--- src/rtl/gpio_speed_pkg.sv ---
// Shared definitions for the GPIO speed-test generator and checker.
// Holds the count format and the checker state encoding.
package gpio_speed_pkg;

  localparam int CNT_WIDTH   = 10;
  localparam int CNT_MODULUS = 1000;

  typedef enum logic [1:0] {
    SEARCH  = 2'd0,
    ACQUIRE = 2'd1,
    LOCKED  = 2'd2
  } chk_state_t;

endpackage

--- src/rtl/mod_incr.sv ---
// Combinational modulo incrementer: cur -> next value in the count sequence.
// MODULUS-1 wraps to 0; no implicit wrap at 2^WIDTH.
module mod_incr
  import gpio_speed_pkg::*;
#(
  parameter int WIDTH   = CNT_WIDTH,
  parameter int MODULUS = CNT_MODULUS
) (
  input  logic [WIDTH-1:0] cur,
  output logic [WIDTH-1:0] nxt
);

  // Wrap at the sequence period, otherwise plain increment
  always_comb begin
    nxt = cur + 1'b1;
    if (cur == WIDTH'(MODULUS - 1)) begin
      nxt = '0;
    end
  end

endmodule

--- config.mk ---
export PLATFORM = sky130hd
export DESIGN_NAME = mod_incr
export DESIGN_NICKNAME = d
export VERILOG_FILES = /design/src/rtl/gpio_speed_pkg.sv /design/src/rtl/mod_incr.sv
export SDC_FILE = /design/constraint.sdc
export NUM_CORES = 1
export LEC_CHECK = 0
export ABC_AREA = 1
export BUFFER_PORTS_ARGS = -buffer_cell sky130_fd_sc_hd__buf_2
export CORE_AREA = 4 4 41 43
export DETAILED_ROUTE_END_ITERATION = 16
export DIE_AREA = 0 0 45 47
export MAX_ROUTING_LAYER = met4
export SYNTH_ARGS = -nofsm -noshare
export SYNTH_HDL_FRONTEND = slang
export SYNTH_SLANG_ARGS = --single-unit
export TNS_END_PERCENT = 100
--- constraint.sdc ---
create_clock -name vclk -period 1.05
set_input_delay 0.1575 -clock vclk [all_inputs]
set_output_delay 0.1575 -clock vclk [all_outputs]
set_load 0.01 [all_outputs]
---- Word-level counts from Yosys, hierarchy flattened ----
Cells that the tools add are included.
word-level totals
  register bits ........................... 0
  input port bits ......................... 10
  output and inout port bits .............. 10
operators by class
  add/sub/neg operators ................... 1
  equality and inequality tests ........... 1
  muxes and demuxes ....................... 1
operators by type and width
  cell                   count
  $add 10x1->10 const B  1
  $eq 10x10->1 const B   1
  $mux 10                1

---- Logic depth before layout (Yosys ltp) ----
Gate-level depths: netlist of the first run.
  depth after elaboration ................. 2
  depth in mapped cells ................... 7
  depth with buffers taken out ............ 7

---- Least setup slack after synthesis of the first run ----
OpenSTA, ideal clock, no wires.
  path kind ............................... in2out
  from .................................... input cur[0]
  to ...................................... output nxt[9]
  arrival ................................. 0.851 ns
  slack ................................... 0.042 ns
  cell stages on the path ................. 6
  cells stage by stage .................... ha_1 nand2_1 inv_1 nand3_4 nand2_1 nor2_1
on the way
  word-level cells in the longest chain between the ends .. 2
  elaborated cells on any way between the ends .. 3
ends and longest elaborated chain
  what                                           RTL line                        source
  from (decl)                                    mod_incr.sv:9                   input logic [WIDTH-1:0] cur,
  $add 10x1->10 or $eq 10x10->1 (tied branches)  mod_incr.sv:15, mod_incr.sv:16
  $mux 10 *                                      mod_incr.sv:16                  if (cur == WIDTH'(MODULUS - 1)) begin
  to (decl)                                      mod_incr.sv:10                  output logic [WIDTH-1:0] nxt
Every way passes the cells marked *; elsewhere a longest branch is shown, timed or not.

---- Worst setup path in the final report of the first run ----
  from .................................... input cur[2]
  to ...................................... output nxt[9]
Same word-level chain as after synthesis.

==> impl_metrics.json, run 1 <==
{
  "clock_buffers": 0,
  "grt_max_degree": 7,
  "path_buf_inv": 2,
  "initial_core_util_pct": 21.6,
  "cp.arrival_ps": 950,
  "syn_to_final_growth_pct": 90.2,
  "placed_cells": 100,
  "ys_types": 13,
  "die_h_um": 47,
  "rows": 13,
  "max_cap_viol_count": 0,
  "final_hold_viol_count": 0,
  "finalMaxSlewViolations": 0,
  "relSlewSlack_pct": 85.5,
  "avgViaCountPerCell": 4.10,
  "vias": 418,
  "syn_avg_cell_area_um2": 4.77,
  "max_freq_mhz": 902,
  "crit_family": "simple AND/OR/NAND/NOR gates",
  "netlist_area_um2": 282,
  "place_congestion": 0.800,
  "grt_overflow_total": 0,
  "crit_chain": "buf_2 > nand3_2 > nor2_2 > nand3_1 > nand2_1 > nor2_1 > buf_2",
  "violations": "negative setup slack",
  "nNetsFinal": 100,
  "seq_cell_count": 0,
  "diodes": 0,
  "layout_min_cycle_time_ps": 1110,
  "slowest_stage": "nor2_2",
  "hold_buffers": 0,
  "critical_path.max_fanout": 4,
  "layout_setup_ws_ps": -58.4,
  "cp-end-kind": "output pin",
  "leakagePower_nw": 0.314,
  "drc": 0,
  "required_ps": 890,
  "p_per_area_mw_per_mm2": 351,
  "drt_iter0_drc": 6,
  "worst_pin_slew_ps": 216,
  "dieWidth_um": 45,
  "io_pins": 20,
  "cp-start-kind": "input pin",
  "first_pass_iters": 4,
  "die_area_mm2": 0.00212,
  "vdd_ir_drop_max_v": 0.000146,
  "io_buffer_count": 20,
  "setup_viol": 9,
  "dpl.hpwl_um": 741,
  "hold_class": "in -> out",
  "globalRouteTotalUtil_pct": 9.67,
  "ant_nets": 0,
  "syn_nets": 70,
  "synth-seq-area-share_pct": 0,
  "run_status": "finished, violations left",
  "fin_crit_sh_pct": 106,
  "drive_gt1_share_pct": 54.0,
  "design.core.area_mm2": 0.00130,
  "grt_pass1_vias": 330,
  "ys_warn_count": 0,
  "syn_inst": 59,
  "rsz0062_at_grt": "yes",
  "antenna_found_initial": 0,
  "crit_type": "in -> out",
  "seq_area_um2": 0,
  "wl_per_cell_um": 9.22,
  "wl_um": 940,
  "grt_pass1_wl_um": 1520,
  "fin_cells": 102,
  "finalPower_w": 0.000188,
  "crit_path_frequent_cell": "buf_2",
  "critPathMaxStageDelay_ps": 200
}
worst paths after layout:
kind / from / to / slack, ps / cells past startpoint
max: cur[2] / nxt[9] / -60 / 7
min: cur[0] / nxt[0] / 560 / 3
synth_stat cells, drive strengths merged:
| cell | count | share of area, % |
|---|---|---|
| a21oi | 3 | 5.3 |
| ha | 1 | 4.4 |
| inv | 10 | 13 |
| nand2 | 17 | 24 |
| nand3 | 4 | 12 |
| nand4 | 1 | 2.2 |
| nor2 | 21 | 32 |
| xor2 | 2 | 6.2 |
routing by layer:
metal / track usage, % / wire length [µm]
met3: 0 / 44
met4: 0 / 0
met2: 18.4 / 523
met1: 12.1 / 372
met5: - / 0
cells in the final DEF (no fill, tap or decap), drive strengths merged:
cell and count:
nor2 21, nand2 17, inv 10, nand3 4, buf 28, nand4 1, xor2 2, a21oi 3
ha 1
cells by family after synthesis:
kind of cell	share of synthesized area, %
simple gates	70.7
buf+inv	13.3
compound gates	5.33
xor+xnor	6.22
fa+ha+maj	4.44
worst min-delay path, delay by kind of cell:
family,cells,cell delay [ps]
buffers and inverters,2,210
and+or+nand+nor,1,40
through the flow:
stage          hold slack, ps  utilization [%]  setup TNS (ps)  setup slack [ps]  instance area (µm²)
2_1_floorplan             363                -               0              41.9                  282
3_3_place_gp              579             34.2           -1550              -180                  445
3_5_place_dp              582             34.2           -1740              -191                  445
4_1_cts                   559             39.6            -224             -50.9                  515
5_1_grt                   571             41.2            -901              -118                  536
6_report                  559             41.2            -287             -58.4                  536
power breakdown:
part           switching, W  leakage, nW  total, W  internal (W)
combinational     0.0000987        0.314  0.000188     0.0000891
clock                     0            0         0             0
sequential                0            0         0             0
final cells by class:
cell class | instances | area [µm²]
fillers | 150 | 766
multi-input cells | 49 | 297
repair buffers | 28 | 180
inverters | 10 | 40.0
well taps | 15 | 18.8
what timing repair did:
item	in CTS	in global routing
setup buffers	1	1
gates resized for setup	18	5
setup endpoints to repair	10	10
pin swaps	7	0
No activity file was read; power rests on OpenSTA's default activity.
==> run 2: changes to the inputs <==
- ABC_AREA: 1 -> default
==> run 2 against run 1 <==
Net effect:
- the flow still finishes with violations (negative setup slack)
- sequential cell count unchanged
- routed wire length increased by 6.2%
- maximum frequency is 17% lower
- hold slack gained 110 ps
- setup slack worse by 220 ps
- via count up 4.1%
- cell count fell by 7.8%
- core utilization up 3.9 points
- critical path type unchanged
==> impl_metrics.json, run 2 <==
{
  "crit_family": "simple AND/OR/NAND/NOR gates",
  "syn_avg_cell_area_um2": 6.23,
  "layout_setup_ws_ps": -283,
  "dpl.hpwl_um": 823,
  "wl_um": 998,
  "nNetsFinal": 92,
  "finalMaxSlewViolations": 0,
  "min_from": "cur[0]",
  "syn_inst": 41,
  "p_switching_w": 0.0000951,
  "required_ps": 890,
  "run_status": "finished, violations left",
  "worst_pin_slew_ps": 253,
  "synth_compound_area_share_pct": 21.1,
  "yosys.area_share.simple_pct": 60.8,
  "grt_overflow_total": 0,
  "cp.arrival_ps": 1180,
  "crit_chain": "buf_8 > ha_4 > nand4_1 > buf_4 > or3_1 > nand3_1 > buf_2",
  "ys_warn_count": 0,
  "critPathMaxStageDelay_ps": 300,
  "nFillCells": 139,
  "p_int_w": 0.000114,
  "hold_buffers": 0,
  "violations": "negative setup slack",
  "seq_cell_count": 0,
  "leakagePower_nw": 0.267,
  "critical_path.max_fanout": 3,
  "io_pins": 20,
  "cp-start-kind": "input pin",
  "vias": 435,
  "die_h_um": 47,
  "syn_nets": 52,
  "fin_area_um2": 587,
  "wl_per_cell_um": 10.6,
  "synth_top_family_by_area": "simple AND/OR/NAND/NOR gates",
  "crit_type": "in -> out",
  "synth_largest_area_cell": "nand3_1",
  "path_buf_inv": 3,
  "synth_top_cell_area_share_pct": 9.80,
  "fin_crit_sh_pct": 127,
  "synthTopCellsByCount": "5 x nand2_1, 5 x nand3_1, 4 x nor2_1, 4 x o21ai_0",
  "rows": 13,
  "synth.area.top_cells": "nand3_1 9.8%, o21ai_0 7.8%, nand2_1 7.4%",
  "p_clk_share_pct": 0,
  "io_buffer_count": 20,
  "layout_min_cycle_time_ps": 1330,
  "final_common_cell": "buf_4",
  "grt_pass1_wl_um": 1650,
  "place_congestion": 0.732,
  "relSlewSlack_pct": 82.9,
  "slowest_stage": "or3_1",
  "mostFrequentLayoutCells": "19 x buf_4, 14 x buf_2, 5 x nand2_1",
  "critPathLaunch": "cur[1]",
  "initial_core_util_pct": 19.6,
  "first_pass_iters": 4,
  "die_area_mm2": 0.00212,
  "multi_input_comb_area_um2": 288,
  "dieWidth_um": 45,
  "vdd_ir_drop_max_v": 0.000167,
  "final_hold_viol_count": 0,
  "grt_pass1_vias": 405,
  "grt_max_degree": 6,
  "finish.utilization_pct": 45.1,
  "syn_to_final_growth_pct": 130,
  "max_freq_mhz": 750,
  "avgViaCountPerCell": 4.63,
  "ant_nets": 0,
  "drc": 0,
  "post_dp_cell_area_um2": 523,
  "globalRouteTotalUtil_pct": 10.0,
  "finalPower_w": 0.000209,
  "cp-end-kind": "output pin",
  "clock_buffers": 0,
  "pre_cts_slack_ps": -301,
  "ys_types": 20,
  "timing.hold.ws_ps": 665,
  "drt_iter0_drc": 6,
  "rsz0062_at_grt": "yes",
  "seq_area_um2": 0,
  "setup_viol": 8,
  "synth_xor_area_share_pct": 10.3,
  "drive_gt1_share_pct": 60.8,
  "power.share.combinational_pct": 100.0,
  "netlist_area_um2": 255,
  "antenna_found_initial": 0,
  "muxShareOfSynthArea_pct": 0,
  "hold_class": "in -> out",
  "yosys.area_share.adder_pct": 4.90,
  "seq_power_share_pct": 0,
  "hold_depth": 4,
  "p_per_area_mw_per_mm2": 356,
  "holdPathEnd": "nxt[0]",
  "synth-seq-area-share_pct": 0,
  "p_sw_share_pct": 45.5,
  "diodes": 0,
  "max_cap_viol_count": 0,
  "design.core.area_mm2": 0.00130
}
run 2: changes by cell type in the layout (fill, tap and decap cells not counted), moves of 3 or more:
| cell | delta |
|---|---|
| buf_4 | +11 |
| nand2_1 | -8 |
| nor2_1 | -8 |
| nor2_2 | -6 |
| inv_1 | -5 |
| buf_2 | -4 |
| buf_6 | +4 |
| o21ai_0 | +4 |
| a21oi_1 | -3 |
| nand2_2 | -3 |
| nor2_4 | -3 |
run 2: worst max path at each step:
stage             end  cells past startpoint  slack, ps
6_report       nxt[8]                      7       -280
5_1_grt        nxt[8]                      7       -350
4_1_cts        nxt[5]                      6       -220
3_5_place_dp   nxt[6]                      6       -300
3_3_place_gp   nxt[6]                      6       -290
2_1_floorplan  nxt[6]                      4        -70
run 2: repair_timing:
item	in CTS	in global routing
gates resized for setup	8	6
setup endpoints to repair	9	9
hold endpoints to repair	0	0
cloned	0	0
setup buffers	1	2
pin swaps	6	5
run 2: stage by stage:
stage	std cells	TNS (ps)
floorplan	41	-71.8
global route	94	-2000
global placement	93	-1710
detailed placement	93	-1760
CTS	93	-1500
finish	94	-1430
run 2: area by class of cell:
cell class / instances / share of cell area, %
multi-input combinational: 39 / 49.0
timing repair buffer: 38 / 46.5
tap: 15 / 3.20
inverter: 2 / 1.28
run 2: logic make-up (layout without fill, tap and decap cells):
logic type,after synthesis,after routing
adder cells (fa/ha/maj),1,1
XOR/XNOR,3,3
AND/OR/NAND/NOR,26,26
buffers and inverters,2,40
AO/OA/AOI/OAI,9,9
run 2: power by group through the flow:
stage                logic, W  registers (W)  clock network, W
floorplan           0.0000713              0                 0
global placement     0.000187              0                 0
detailed placement   0.000189              0                 0
CTS                  0.000201              0                 0
global route         0.000229              0                 0
finish               0.000209              0                 0
run 2: tightest hold or removal path: stages:
cell,delay [ps]
buf_6,80
buf_4,110
nor2_1,40
buf_2,130
run 2: layer usage:
layer  track usage [%]  vias to the layer above  part of all wire, %
li1                  -                      229                    -
met2              17.2                       16                   48
met3             0.383                        0                  8.7
met4                 0                        0                    0
met1              13.7                      190                   43
met5                 -                        -                    0
==> run 3: changes to the inputs <==
- GPL_TIMING_DRIVEN: default -> 0
- clock period: 1.05 -> 1.64 ns (I/O delays scaled with it)
==> run 3 against run 2 <==
Net effect:
- the flow now finishes without violations
- largest cell class unchanged
- routed wire length is 17% lower
- die area stayed put
- cell count is 19% lower
==> impl_metrics.json, run 3 (same netlist as run 2, synthesis figures left out) <==
{
  "run_status": "finished clean",
  "io_buffer_count": 20,
  "cp.arrival_ps": 1320,
  "hold_class": "in -> out",
  "clock_buffers": 0,
  "pre_cts_slack_ps": -180,
  "required_ps": 1390,
  "nFillCells": 152,
  "place_congestion": 0.686,
  "finalPower_w": 0.0000935,
  "cp-endpoint": "nxt[6]",
  "grt_max_degree": 8,
  "vdd_ir_drop_max_v": 0.0000899,
  "grt_pass1_wl_um": 1410,
  "ant_nets": 0,
  "leakagePower_nw": 0.173,
  "mostFrequentLayoutCells": "20 x buf_2, 5 x nand3_1, 5 x nand2_1",
  "drive_gt1_share_pct": 41.0,
  "initial_core_util_pct": 19.6,
  "cp-end-kind": "output pin",
  "critPathMaxStageDelay_ps": 330,
  "layout_min_cycle_time_ps": 1570,
  "grt_pass1_vias": 350,
  "setup_viol": 0,
  "dieWidth_um": 45,
  "cp-start-kind": "input pin",
  "final_hold_viol_count": 0,
  "wl_um": 826,
  "timing.hold.ws_ps": 820,
  "drt_iter0_drc": 1,
  "die_h_um": 47,
  "path_buf_inv": 2,
  "max_cap_viol_count": 0,
  "layout_setup_ws_ps": 73.4,
  "design.core.area_mm2": 0.00130,
  "avgViaCountPerCell": 4.93,
  "crit_type": "in -> out",
  "setup_tns_ps": 0,
  "crit_family": "simple AND/OR/NAND/NOR gates",
  "final_common_cell": "buf_2",
  "rows": 13,
  "syn_to_final_growth_pct": 55.9,
  "worst_pin_slew_ps": 260,
  "drc": 0,
  "max_freq_mhz": 638,
  "seq_cell_count": 0,
  "fin_crit_sh_pct": 95.5,
  "vias": 375,
  "relSlewSlack_pct": 82.6,
  "globalRouteTotalUtil_pct": 8.54,
  "dpl.hpwl_um": 660,
  "antenna_found_initial": 0,
  "first_pass_iters": 2,
  "hold_buffers": 0,
  "p_per_area_mw_per_mm2": 235,
  "diodes": 0,
  "crit_path_frequent_cell": "buf_2",
  "finalMaxSlewViolations": 0,
  "crit_cells": 6,
  "slowest_stage": "or3_1",
  "die_area_mm2": 0.00212,
  "critical_path.max_fanout": 5,
  "crit_chain": "buf_2 > ha_4 > nand4_1 > or3_1 > a21oi_1 > buf_2",
  "wl_per_cell_um": 10.9,
  "critPathLaunch": "cur[0]",
  "io_pins": 20,
  "seq_area_um2": 0,
  "nNetsFinal": 74,
  "grt_overflow_total": 0
}
==> run 3: cell count changes in the layout (fill, tap and decap cells not counted) <==
cell / previous run / this run
a21oi_2: 2 / 0
a21oi_1: 0 / 2
nor3_4: 0 / 1
nand3_2: 1 / 0
nand3_1: 4 / 5
nor3_2: 2 / 0
or3_4: 1 / 0
buf_8: 1 / 0
nor3_1: 0 / 1
or3_1: 1 / 2
buf_4: 19 / 0
buf_2: 14 / 20
buf_6: 4 / 0
==> run 3: worst min-delay path by stage <==
stage / depth (start not counted) / slack, ps / endpoint / from
2_1_floorplan: 1 / 540 / nxt[0] / cur[0]
3_3_place_gp: 3 / 790 / nxt[0] / cur[0]
3_5_place_dp: 3 / 790 / nxt[0] / cur[0]
4_1_cts: 3 / 790 / nxt[0] / cur[0]
5_1_grt: 3 / 850 / nxt[0] / cur[0]
6_report: 3 / 820 / nxt[0] / cur[0]
==> run 3: final cells by class <==
class | instances | area [µm²] | area share, %
Tap cell | 15 | 18.8 | 4.72
Timing Repair Buffer | 20 | 100 | 25.2
Inverter | 2 | 7.51 | 1.89
Multi-Input combinational cell | 39 | 272 | 68.2
==> run 3: what timing repair did <==
| action | in CTS | in global routing |
|---|---|---|
| setup buffers | 0 | 0 |
| cloned | 0 | 0 |
| pin swaps | 0 | 1 |
| resized for setup | 2 | 2 |
| setup endpoints to repair | 5 | 6 |
==> run 3: routing by layer <==
| metal | vias up | global-route usage (%) | part of all wire (%) |
|---|---|---|---|
| met5 | - | - | 0 |
| met4 | 0 | 0 | 0 |
| met3 | 0 | 0.766 | 9.8 |
| met2 | 16 | 13.6 | 44 |
| met1 | 164 | 12.4 | 46 |
| li1 | 195 | - | - |
==> run 3: power breakdown <==
group	leakage (nW)	internal [W]	switching, W	total [W]
Clock	0	0	0	0
Sequential	0	0	0	0
Combinational	0.173	0.0000405	0.0000530	0.0000935
Total	0.173	0.0000405	0.0000530	0.0000935
==> run 3: worst min-delay path, stage by stage <==
cell and delay (ps):
buf_2 140, nor2_1 60, buf_2 130
==> run 3: through the flow <==
stage | util (%) | instances | instance area (µm²)
6_report | 30.6 | 76 | 398
3_3_place_gp | 28.7 | 76 | 374
3_5_place_dp | 28.7 | 76 | 374
2_1_floorplan | - | 41 | 255
5_1_grt | 30.6 | 76 | 398
4_1_cts | 29.3 | 76 | 382
